`config.mk`:
```
export PLATFORM = sky130hd
export DESIGN_NAME = operand_serializer
export DESIGN_NICKNAME = d
export VERILOG_FILES = /design/src/rtl/serial_pkg.sv /design/src/rtl/piso_reg.sv /design/src/rtl/operand_serializer.sv
export SDC_FILE = /design/constraint.sdc
export NUM_CORES = 1
export LEC_CHECK = 0
export ABC_CLOCK_PERIOD_IN_PS = 2000
export BUFFER_PORTS_ARGS = -buffer_cell sky130_fd_sc_hd__buf_2
export CORE_MARGIN = 3
export CORE_UTILIZATION = 45
export CTS_CLUSTER_SIZE = 40
export DETAILED_ROUTE_END_ITERATION = 16
export PLACE_DENSITY_LB_ADDON = 0.3
export SYNTH_ARGS = -nofsm -noshare
export SYNTH_HDL_FRONTEND = slang
export SYNTH_SLANG_ARGS = --single-unit
export TNS_END_PERCENT = 50
```
`constraint.sdc`:
```
create_clock -name clk -period 2 [get_ports clk]
set_clock_uncertainty 0.05 [all_clocks]
set_input_delay 0.1 -clock clk [delete_from_list [all_inputs] [get_ports clk]]
set_output_delay 0.1 -clock clk [all_outputs]
set_load 0.01 [all_outputs]
```
`src/rtl/serial_pkg.sv`:
```
// Shared types and defaults for the bit-serial operand/result path.
// Also used by the result deserializer.
package serial_pkg;

    localparam int SER_W_DEFAULT = 8;

    typedef enum logic [1:0] {
        IDLE,
        SHIFT,
        FLUSH
    } ser_state_e;

endpackage

```
`src/rtl/piso_reg.sv`:
```
// Parallel-load, shift-right register with an LSB tap.
// Zeros shift in from the top, so an emptied register taps 0.
module piso_reg
    import serial_pkg::*;
#(
    parameter int W = SER_W_DEFAULT
) (
    input  logic         clk,
    input  logic         rst,
    input  logic         load_i,
    input  logic         shift_i,
    input  logic [W-1:0] d_i,
    output logic         lsb_o
);

    logic [W-1:0] sh_q;
    logic [W-1:0] sh_d;

    // Load has priority over shift.
    always_comb begin
        sh_d = sh_q;
        if (load_i) begin
            sh_d = d_i;
        end else if (shift_i) begin
            sh_d = {1'b0, sh_q[W-1:1]};
        end
    end

    // Shift register state.
    always_ff @(posedge clk) begin
        if (rst) begin
            sh_q <= '0;
        end else begin
            sh_q <= sh_d;
        end
    end

    assign lsb_o = sh_q[0];

endmodule

```
`src/rtl/operand_serializer.sv`:
```
// Serialises W-bit operand pairs LSB-first for the serial adder,
// one flush cycle (a=b=0) after every word, one word in reserve.
module operand_serializer
    import serial_pkg::*;
#(
    parameter int W = SER_W_DEFAULT
) (
    input  logic         clk,
    input  logic         rst,
    input  logic         in_valid,
    output logic         in_ready,
    input  logic [W-1:0] op_a,
    input  logic [W-1:0] op_b,
    output logic         a,
    output logic         b,
    output logic         bit_valid,
    output logic         first,
    output logic         flush,
    output logic         busy
);

    localparam int CW = $clog2(W);
    localparam logic [CW-1:0] LAST = CW'(W - 1);

    ser_state_e   state_q, state_d;
    logic [CW-1:0] cnt_q, cnt_d;
    logic          pend_v_q, pend_v_d;
    logic [W-1:0]  pend_a_q, pend_b_q;
    logic          load, shift, take;
    logic          bv_q, bv_d;
    logic          first_q, first_d;
    logic          flush_q, flush_d;
    logic          busy_q, busy_d;

    assign in_ready = !rst && !pend_v_q;
    assign take     = in_valid && in_ready;

    // Next state, counter and shift control.
    always_comb begin
        state_d = state_q;
        cnt_d   = cnt_q;
        load    = 1'b0;
        shift   = 1'b0;
        unique case (state_q)
            IDLE: begin
                if (pend_v_q) begin
                    load    = 1'b1;
                    cnt_d   = '0;
                    state_d = SHIFT;
                end
            end
            SHIFT: begin
                shift = 1'b1;
                if (cnt_q == LAST) begin
                    cnt_d   = '0;
                    state_d = FLUSH;
                end else begin
                    cnt_d = cnt_q + CW'(1);
                end
            end
            FLUSH: begin
                if (pend_v_q) begin
                    load    = 1'b1;
                    cnt_d   = '0;
                    state_d = SHIFT;
                end else begin
                    state_d = IDLE;
                end
            end
            default: state_d = IDLE;
        endcase
    end

    // Status outputs follow the state being entered.
    always_comb begin
        pend_v_d = take || (pend_v_q && !load);
        bv_d     = (state_d == SHIFT);
        first_d  = (state_d == SHIFT) && (cnt_d == '0);
        flush_d  = (state_d == FLUSH);
        busy_d   = (state_d != IDLE);
    end

    // FSM, counter, pending flag and status registers.
    always_ff @(posedge clk) begin
        if (rst) begin
            state_q  <= IDLE;
            cnt_q    <= '0;
            pend_v_q <= 1'b0;
            bv_q     <= 1'b0;
            first_q  <= 1'b0;
            flush_q  <= 1'b0;
            busy_q   <= 1'b0;
        end else begin
            state_q  <= state_d;
            cnt_q    <= cnt_d;
            pend_v_q <= pend_v_d;
            bv_q     <= bv_d;
            first_q  <= first_d;
            flush_q  <= flush_d;
            busy_q   <= busy_d;
        end
    end

    // Pending operand pair, written on each accepted transfer.
    always_ff @(posedge clk) begin
        if (rst) begin
            pend_a_q <= '0;
            pend_b_q <= '0;
        end else if (take) begin
            pend_a_q <= op_a;
            pend_b_q <= op_b;
        end
    end

    piso_reg #(.W(W)) u_sh_a (
        .clk     (clk),
        .rst     (rst),
        .load_i  (load),
        .shift_i (shift),
        .d_i     (pend_a_q),
        .lsb_o   (a)
    );

    piso_reg #(.W(W)) u_sh_b (
        .clk     (clk),
        .rst     (rst),
        .load_i  (load),
        .shift_i (shift),
        .d_i     (pend_b_q),
        .lsb_o   (b)
    );

    assign bit_valid = bv_q;
    assign first     = first_q;
    assign flush     = flush_q;
    assign busy      = busy_q;

endmodule

```
==> metrics <==
EDFF count, synth 0; NetSw 412 uW; minimum clock period 1.60 ns; FF+latch count, synth 42; grt total ovfl 0; antenna-violating nets left 0; pwr dens 802 mW/mm2; GP Congestion 0.729; share of layout cells above drive strength 1 20.4%; # rows 21; Reg2Reg Depth 5; RSZ-0062 raised after global routing no; Synth top area share 50.0%; Worst-Skew Late Latency 0.30 ns; Layout area overhead 22.6%; most common cell in the netlist dfxtp_1; Final Hold Viols 0; Setup Fix Bufs, Post-CTS 0; Diodes inserted 0; Post-synth top cells dfxtp_1, nand2_1, nor2_1; drt total wl 3070 um; hold path startpoint rst; setup total negative slack 0 ns; Hold/Removal Path Class in -> reg; DR iter-0 viols 130; area leader, netlist dfxtp_1; Post-Syn Area 0.00168 mm2; sequential power share 56.3%; Worst-Margin Slew 0.545 ns; required time worst endpoint 2.20 ns; r2r startpoint cnt_q[0]; YS warnings 0; initial antenna violation count 0; Die Ht 67.1 um; clock power share 30.7%; # DRC 0; setup violators final 0; IO buf count 25; clk root buf clkbuf_8; Sw Share 24.9%; Top FF cell, synth dfxtp_1; # fillers 335; path type of the worst setup path reg -> reg; crit path max fanout 4; Pins Over Slew Limit 0; max_slew headroom 63.7%; Data arrival, critical path 1.79 ns; Post-synth ARST share 0%; DRT Pass-1 Iters 5; Total GRT Usage 16.3%; Cells after Synth 181; vias in the first global route 1,254; Max Clk Rate 626 MHz; sequential area share after synthesis 50.0%; CTS clock-pin slew for the worst setup and hold paths 0.08 ns; element type at the critical path start flop; worst hold slack 0.222 ns; largest net degree at the start of global routing 31; Num Clock Sinks 42; Peak VDD IR 0.389 mV; Die Width 67.1 um; outcome complete, no violations; CTS tree done; total CTS buffers 5; combinational power share 12.9%; HPWL after DPL 2090 um; average size of a mapped cell 9.28 um2; drt via density 4.97; Total Nets Final 242; synth top area cells dfxtp_1, mux2i_1, nand2_1, a211oi_1, nor2_1; synthesized net count 202; I/O pins 26; detailed-route via count 1,327; Max-Cap Viols 0; crit path launch cnt_q[0]; Hold Path Depth 3; WL per Instance 11.5 um; global-route wire length before repair 5340 um; CTS H-tree depth 2; Pint 1.24 mW; Tcrit/Tclk final 79.9%; post-synth cell types 31; worst-case clock buffer depth 2; die area 0.00450 mm2; Pleak 0.851 nW; Initial Util 48.4%; Setup crit end kind flop; Core Area 0.00347 mm2
==> repair_timing <==
| item | in CTS | in global routing |
|---|---|---|
| hold endpoints to repair | 17 | 0 |
| hold buffers | 17 | 0 |
| gates resized for setup | 0 | 0 |
==> power by group through the flow <==
stage / Combinational [mW] / Clock [mW] / Sequential [mW]
after floorplan: 0.152 / 0 / 0.941
after global placement: 0.185 / 0 / 0.948
after detailed placement: 0.190 / 0 / 0.951
after CTS: 0.216 / 0.525 / 0.932
after global routing: 0.245 / 0.571 / 0.939
final: 0.214 / 0.508 / 0.931
==> worst paths after layout <==
check,to,slack [ns]
setup / recovery,first,0.40
hold reg to reg,pend_a_q[3],0.40
setup reg to reg,first,0.40
hold / removal,cnt_q[0],0.22
==> registers in the layout, indices dropped and copies added, names as in the netlist, 2 cells and up <==
signal / flops
u_sh_b.sh_q: 8
u_sh_a.sh_q: 8
pend_a_q: 8
cnt_q: 3
pend_b_q: 8
state_q: 2
==> metal layers <==
metal,up-vias,GRT usage [%],wire (um)
li1,699,-,-
met3,7,4.22,110
met1,598,16.6,1320
met4,0,11.4,82
met5,-,0,0
met2,23,28.7,1560
==> cell usage in the layout (no fill, tap or decap), types with 5 or more instances in the layout <==
master	netlist	layout
buf_2	5	25
nor2_1	22	22
a211oi_1	14	14
clkbuf_8	0	5
mux2i_1	17	17
dlygate4sd3_1	0	17
nand2_1	32	32
dfxtp_1	42	42
buf_4	1	5
o21ai_0	15	15
==> logic make-up (layout without fill, tap and decap cells) <==
kind of cell             after synthesis  after routing  share of synthesized area, %
buffers and inverters                 15             55                          5.51
flip-flops                            42             42                          50.0
multiplexers                          19             19                          11.5
AND/OR/NAND/NOR                       67             67                          17.9
AO/OA/AOI/OAI                         36             36                          13.6
adder cells (fa/ha/maj)                2              2                          1.49
==> layout make-up <==
cell class / count / area [um2] / area share [%]
clock buffers: 5 / 68.8 / 3.34
clock inverters: 2 / 10.0 / 0.486
inverters: 1 / 3.75 / 0.182
multi-input cells: 124 / 747 / 36.2
flip-flops and latches: 42 / 841 / 40.8
well taps: 46 / 57.6 / 2.79
repair buffers: 47 / 333 / 16.2
==> worst max-delay path, cell delays in order, from the launching register on <==
cell,delay [ns]
dfxtp_1,0.34
ha_1,0.22
ha_1,0.22
or3b_4,0.39
a21oi_2,0.15
and4_1,0.18
==> metrics by stage <==
| step | std cells | power (mW) | instance area, um2 | utilization (%) | setup slack, ns |
|---|---|---|---|---|---|
| global route | 267 | 1.75 | 2060 | 59.4 | 0.321 |
| CTS | 267 | 1.67 | 2060 | 59.4 | 0.402 |
| detailed placement | 243 | 1.14 | 1810 | 52.2 | 0.421 |
| finish | 267 | 1.65 | 2060 | 59.4 | 0.401 |
| global placement | 243 | 1.13 | 1810 | 52.2 | 0.481 |
| floorplan | 181 | 1.09 | 1680 | - | 0.514 |
No activity file was read; power rests on OpenSTA's default activity.
